[src/rtl/shift_issue_queue_pkg.sv]
// rtl/shift_issue_queue_pkg.sv - shared widths and field layouts for the shift issue path
// Dispatch, this queue and the shift unit all pack through these structs.
package shift_issue_queue_pkg;

  localparam int RB  = 1;
  localparam int PW  = 5 + RB;
  localparam int NPR = 32 * (1 << RB);
  localparam int DIW = 3 + 3*PW + 1 + 6 + 1;
  localparam int DW  = 3 + PW + 64 + 64 + 1;

  typedef struct packed {
    logic          sll;
    logic          srl;
    logic          sra;
    logic [PW-1:0] rd0;
    logic [PW-1:0] rs1;
    logic [PW-1:0] rs2;
    logic          rs2_is_imm;
    logic [5:0]    imm;
    logic          is32w;
  } dispat_info_t;

  typedef struct packed {
    logic          sll;
    logic          srl;
    logic          sra;
    logic [PW-1:0] rd0;
    logic [63:0]   op1;
    logic [63:0]   op2;
    logic          is32w;
  } exeparam_t;

  function automatic logic [63:0] imm_to_op2(input logic [5:0] imm);
    return {58'b0, imm};
  endfunction

endpackage

[src/rtl/gen_dffr.sv]
// rtl/gen_dffr.sv - enabled register with asynchronous active-low clear
module gen_dffr #(
  parameter int W = 1
) (
  input  logic         clk_i,
  input  logic         rst_n_i,
  input  logic         en_i,
  input  logic [W-1:0] d_i,
  output logic [W-1:0] q_o
);

  always_ff @(posedge clk_i or negedge rst_n_i) begin
    if (!rst_n_i) begin
      q_o <= '0;
    end else if (en_i) begin
      q_o <= d_i;
    end
  end

endmodule

[src/rtl/issue_fifo_ctrl.sv]
// rtl/issue_fifo_ctrl.sv - circular-buffer pointers, occupancy and flush for issue queues
module issue_fifo_ctrl #(
  parameter int DP = 4
) (
  input  logic                  clk_i,
  input  logic                  rst_n_i,
  input  logic                  push_i,
  input  logic                  pop_i,
  input  logic                  flush_i,
  output logic [$clog2(DP)-1:0] wr_ptr_o,
  output logic [$clog2(DP)-1:0] rd_ptr_o,
  output logic                  full_o,
  output logic                  empty_o
);

  localparam int AW = $clog2(DP);

  logic [AW-1:0] wr_ptr_q, wr_ptr_d;
  logic [AW-1:0] rd_ptr_q, rd_ptr_d;
  logic [AW:0]   count_q, count_d;
  logic          push_ok, pop_ok;

  assign full_o   = (count_q == (AW+1)'(DP));
  assign empty_o  = (count_q == '0);
  assign push_ok  = push_i && !full_o;
  assign pop_ok   = pop_i && !empty_o;
  assign wr_ptr_o = wr_ptr_q;
  assign rd_ptr_o = rd_ptr_q;

  // Flush overrides any same-cycle push or pop.
  always_comb begin
    wr_ptr_d = wr_ptr_q;
    rd_ptr_d = rd_ptr_q;
    count_d  = count_q;
    if (flush_i) begin
      wr_ptr_d = '0;
      rd_ptr_d = '0;
      count_d  = '0;
    end else begin
      if (push_ok) wr_ptr_d = wr_ptr_q + 1'b1;
      if (pop_ok)  rd_ptr_d = rd_ptr_q + 1'b1;
      case ({push_ok, pop_ok})
        2'b10:   count_d = count_q + 1'b1;
        2'b01:   count_d = count_q - 1'b1;
        default: count_d = count_q;
      endcase
    end
  end

  always_ff @(posedge clk_i or negedge rst_n_i) begin
    if (!rst_n_i) begin
      wr_ptr_q <= '0;
      rd_ptr_q <= '0;
      count_q  <= '0;
    end else begin
      wr_ptr_q <= wr_ptr_d;
      rd_ptr_q <= rd_ptr_d;
      count_q  <= count_d;
    end
  end

endmodule

[src/rtl/shift_issue_queue.sv]
// rtl/shift_issue_queue.sv - in-order issue queue launching shift micro-ops
// Entries hold only indices and the immediate; operand data is read at issue.
module shift_issue_queue
  import shift_issue_queue_pkg::*;
#(
  parameter int DP = 4
) (
  input  logic           CLK,
  input  logic           RSTn,
  input  logic           dispat_vaild,
  output logic           dispat_ready,
  input  logic [DIW-1:0] dispat_info,
  input  logic           flush,
  input  logic [NPR-1:0] regfile_ready,
  output logic [PW-1:0]  rs1_idx,
  output logic [PW-1:0]  rs2_idx,
  input  logic [63:0]    rs1_data,
  input  logic [63:0]    rs2_data,
  output logic           shift_exeparam_vaild,
  output logic [DW-1:0]  shift_exeparam
);

  localparam int AW = $clog2(DP);

  dispat_info_t  mem_q [DP];
  dispat_info_t  head;
  exeparam_t     launch;
  logic [DP-1:0] vld_q, vld_d;
  logic [AW-1:0] wr_ptr, rd_ptr;
  logic          full, empty, push, issue, launch_en;

  issue_fifo_ctrl #(.DP(DP)) u_ctrl (
    .clk_i    (CLK),
    .rst_n_i  (RSTn),
    .push_i   (push),
    .pop_i    (issue),
    .flush_i  (flush),
    .wr_ptr_o (wr_ptr),
    .rd_ptr_o (rd_ptr),
    .full_o   (full),
    .empty_o  (empty)
  );

  assign dispat_ready = !full;
  assign push         = dispat_vaild && !full;
  assign head         = mem_q[rd_ptr];
  assign rs1_idx      = head.rs1;
  assign rs2_idx      = head.rs2;
  assign issue        = !empty && vld_q[rd_ptr] && regfile_ready[head.rs1]
                        && (head.rs2_is_imm || regfile_ready[head.rs2]);
  assign launch_en    = issue && !flush;

  always_ff @(posedge CLK) begin
    if (push) mem_q[wr_ptr] <= dispat_info;
  end

  always_comb begin
    vld_d = vld_q;
    if (flush) begin
      vld_d = '0;
    end else begin
      if (push)  vld_d[wr_ptr] = 1'b1;
      if (issue) vld_d[rd_ptr] = 1'b0;
    end
  end

  always_ff @(posedge CLK or negedge RSTn) begin
    if (!RSTn) vld_q <= '0;
    else       vld_q <= vld_d;
  end

  always_comb begin
    launch       = '0;
    launch.sll   = head.sll;
    launch.srl   = head.srl;
    launch.sra   = head.sra;
    launch.rd0   = head.rd0;
    launch.op1   = rs1_data;
    launch.op2   = head.rs2_is_imm ? imm_to_op2(head.imm) : rs2_data;
    launch.is32w = head.is32w;
  end

  // Payload only loads on a real launch so it holds through idle cycles.
  gen_dffr #(.W(DW)) u_param_reg (
    .clk_i   (CLK),
    .rst_n_i (RSTn),
    .en_i    (launch_en),
    .d_i     (launch),
    .q_o     (shift_exeparam)
  );

  gen_dffr #(.W(1)) u_vld_reg (
    .clk_i   (CLK),
    .rst_n_i (RSTn),
    .en_i    (1'b1),
    .d_i     (launch_en),
    .q_o     (shift_exeparam_vaild)
  );

endmodule

[config.mk]
export PLATFORM = sky130hd
export DESIGN_NAME = shift_issue_queue
export DESIGN_NICKNAME = d
export VERILOG_FILES = /design/src/rtl/shift_issue_queue_pkg.sv /design/src/rtl/gen_dffr.sv /design/src/rtl/issue_fifo_ctrl.sv /design/src/rtl/shift_issue_queue.sv
export SDC_FILE = /design/constraint.sdc
export NUM_CORES = 1
export LEC_CHECK = 0
export CAP_MARGIN = 40
export CORE_MARGIN = 2
export CORE_UTILIZATION = 55
export DETAILED_ROUTE_END_ITERATION = 6
export DONT_BUFFER_PORTS = 1
export MAX_ROUTING_LAYER = met4
export PLACE_DENSITY = 0.7
export REMOVE_ABC_BUFFERS = 1
export SLEW_MARGIN = 10
export SYNTH_ARGS = -nofsm -noshare
export SYNTH_HDL_FRONTEND = slang
export SYNTH_HIERARCHICAL = 1
export SYNTH_SLANG_ARGS = --single-unit
[constraint.sdc]
create_clock -name CLK -period 5.3 [get_ports CLK]
set_clock_uncertainty 0.05 [all_clocks]
set_input_delay 0.53 -clock CLK [delete_from_list [all_inputs] [get_ports CLK]]
set_output_delay 0.53 -clock CLK [all_outputs]
set_load 0.01 [all_outputs]
==> impl_results.md <==
- Outcome: completed
- EDFF count, synth: 116
- Clock root buffer: sky130_fd_sc_hd__clkbuf_16
- Synthesized instance count: 759
- Warnings, synthesis: 6
- Total count of max-transition violations in the final report: 0
- Number of DRC violations after detailed routing: 0
- CORE AREA: 0.02122 mm2
- Startpoint types: flop
- Count of distinct cell types in the synthesized netlist: 60
- Post-route minimum period: 4.645 ns
- Share of the synthesized netlist area taken by xor and xnor gates: 0.002194
- Most frequent cell on the critical path: sky130_fd_sc_hd__a2111oi_0
- Critical Path Sink Type: flop
- Io pins: 377
- Critical path's largest stage delay: 0.85 ns
- Clock slew at reported path FFs: 0.07 ns
- Share of final-layout standard cells stronger than drive strength 1: 0.3268
- Cell types occupying the most area after synthesis: sky130_fd_sc_hd__dfrtp_1 31%, sky130_fd_sc_hd__edfxtp_1 29%, sky130_fd_sc_hd__mux2_2 14%, sky130_fd_sc_hd__mux4_2 5.8%, sky130_fd_sc_hd__mux2i_1 4.8%
- Slew of the pin with the lowest slew margin: 0.7683 ns
- Synth top area share: 0.3134
- First-iteration detailed-routing DRC count: 417
- Ys flop type: sky130_fd_sc_hd__dfrtp_1
- Layout overhead on the synthesized area: 8.304%
- Maximum resistive drop on vdd: 0.2917 mV
- Critical path class: reg -> reg
- Achievable clock frequency: 215.3 MHz
- Final-report setup violation count: 0
- Leakage dissipation: 5.283 nW
- Worst hold slack after final layout: 0.03148 ns
- Number of vias per cell: 6.124
- Worst Path Arrival: 5.00 ns
- Number of routed nets with antenna violations: 0
- Area of the mapped netlist: 0.01198 mm2
- Vias in the first global route: 6,803
- Mux cell area share after synthesis: 0.2623
- Portion of the post-synthesis area used by sequential elements: 0.6042
- Horizontal die dimension: 151.6 um
- Mean cell area of the mapped netlist: 15.78 um2
- Routed length per placed instance: 25.36 um
- Setup repair after global routing missed its margin: no
- Final core utilization: 0.6113
- Clock latency reported for the late side of the worst-skew pair: 0.53 ns
- Height of the chip: 151.6 um
- Crit share post-route: 0.8765
- DIE AREA: 0.02297 mm2
- Placed cell areas: 0.01208 mm2
- Compound-gate portion of the synthesized area: 0.02883
- Overflow left after global routing: 0
- Post-layout instance area: 0.01297 mm2
- Cell type group with the largest total delay on the critical path: multiplexers
- HPWL reported at the end of detailed placement: 18,580 um
- Seq cells post-synth: 266
- Maximum fanout encountered on the critical timing path: 14
- Power per cell area: 399.9 mW/mm2
- Total chip power: 5.188 mW
- CTS Buffer Depth: 3
- Aggregate global-route resource usage: 0.2255
- Number of sinks handled by clock tree synthesis: 266
- Worst EP required: 5.66 ns
- Worst Path Buf+Inv: 1
- Async set or reset register ratio after synthesis: 0.5639
- Row cnt: 53
- Max_slew headroom: 0.4867
- Highest-delay cell along the critical path: sky130_fd_sc_hd__mux4_1
- Iteration count of the initial detailed-routing pass: 4
- Number of max-cap violations: 0
- Share of synthesized cell area in full adder, half adder and majority cells: 0.001671
- Wire length of the first global-routing pass: 38,220 um
- Final net count: 970
- Final hold vios: 0
- GPL Wtd Cong: 0.9210
- Largest family of logic cells by synthesized area: multiplexers
- Final setup margin: 0.6547 ns
- H-Tree Depth: 1
- Wire length after detailed routing: 26,420 um
- Cell accounting for the most synthesized area: sky130_fd_sc_hd__dfrtp_1
- Vias: 6,381
- Min-Delay Path Class: in -> reg
- Number of port buffers: 0
- Series of cell instances along the critical path: mux4_1 > inv_1 > a2111oi_0 > a2111oi_0 > or4_1 > and4b_4 > and2_1 > o31ai_1 > nor2b_1 > fa_1 > mux2_2 > o21ai_0 > a221oi_1
- Post-synthesis simple-gate area fraction: 0.06383
- TritonCTS clock tree: built
- Setup slack at placement: 0.7176 ns
- Number of setup buffers added after CTS: 0
- Top cells by instance count after synthesis: 150 x sky130_fd_sc_hd__dfrtp_1, 150 x sky130_fd_sc_hd__mux2_2, 116 x sky130_fd_sc_hd__edfxtp_1
- Initial core utilization: 0.5644
- Count of fill cells added during filler insertion: 1,569
- CTS Buf Count: 27
- Number of antenna violations at the first check in global routing: 2
- Maximum number of pins on one net before global-route repair: 151
==> registers in the layout (all words and copies together), names as in the netlist <==
name and cells:
u_ctrl/count_q 3, u_param_reg/q_o 138, mem_q 116, u_vld_reg/q_o 1, u_ctrl/rd_ptr_o 2, vld_q 4, u_ctrl/wr_ptr_o 2
==> where the power goes <==
group          total (mW)  switching, mW  leakage (nW)  internal, mW
Clock                1.76          0.772         0.413         0.988
Combinational       0.569          0.246          1.79         0.323
Sequential           2.86          0.374          3.08          2.49
Total                5.19           1.39          5.28          3.80
==> placed cells by master, fill, tap and decap left out, types with 9 or more instances in the layout <==
cell type and n:
sky130_fd_sc_hd__dfrtp_1 149, sky130_fd_sc_hd__edfxtp_1 116, sky130_fd_sc_hd__mux2i_1 57, sky130_fd_sc_hd__clkbuf_16 27
sky130_fd_sc_hd__nand2_1 10, sky130_fd_sc_hd__nor2_1 11, sky130_fd_sc_hd__nor2b_1 70, sky130_fd_sc_hd__mux4_2 31
sky130_fd_sc_hd__buf_4 9, sky130_fd_sc_hd__mux2_2 150
==> routing by layer <==
layer  up-vias  track usage  share of wire
li1       2805            -              -
met2       290       0.3792           0.52
met4         0      0.06435          0.020
met1      3249       0.2592           0.36
met5         -            -              0
met3        37      0.07725           0.10
==> timing repair <==
item / CTS / global route
endpoints found under the hold margin: 155 / 0
hold buffers: 3 / 0
endpoints found under the setup margin: 0 / 0
gates resized for setup: 0 / 0
==> worst register-to-register path: cells and delay by family (launching register included) <==
kind	cells	cell delay, ns
multiplexers	2	1.10
AND/OR/NAND/NOR	4	1.09
AO/OA/AOI/OAI	5	1.06
flip-flops	1	0.47
adder cells (fa/ha/maj)	1	0.45
buffers and inverters	1	0.31
==> stage by stage <==
stage,instances,setup TNS [ns]
after floorplan,699,-320.94
after CTS,1040,0
after global routing,1042,0
final,1042,0
after detailed placement,987,0
after global placement,985,0
==> path summary, 6_finish.rpt <==
check / end / slack [ns] / cells after the start / startpoint
max in group asynchronous: u_ctrl/rd_ptr_o[0] / 3.95 / 2 / RSTn
setup reg to reg: u_ctrl/count_q[2] / 0.65 / 13 / u_ctrl/rd_ptr_o[0]
hold reg to reg: vld_q[1] / 0.53 / 2 / vld_q[1]
min in group asynchronous: u_param_reg/q_o[32] / 0.62 / 2 / RSTn
hold / removal: vld_q[0] / 0.03 / 1 / flush
setup / recovery: u_ctrl/count_q[2] / 0.65 / 13 / u_ctrl/rd_ptr_o[0]
==> area by class of cell <==
type	count	area (um2)	area share
Multi-Input combinational cell	424	4318	0.3329
Timing Repair Buffer	16	197.7	0.01524
Clock buffer	27	675.6	0.05208
Inverter	9	33.78	0.002604
Antenna cell	2	5.005	0.0003858
Tap cell	275	344.1	0.02652
Clock inverter	23	160.2	0.01235
Sequential cell	266	7238	0.5580
==> cells by family (layout without fill, tap and decap cells) <==
family          after synthesis  after routing
flops                       266            266
mux                         246            246
simple gates                128            128
buf+inv                      69             75
compound gates               45             45
xor+xnor                      3              3
fa+ha+maj                     1              1
other cells                   1              3
No activity file was read; power rests on OpenSTA's default activity.
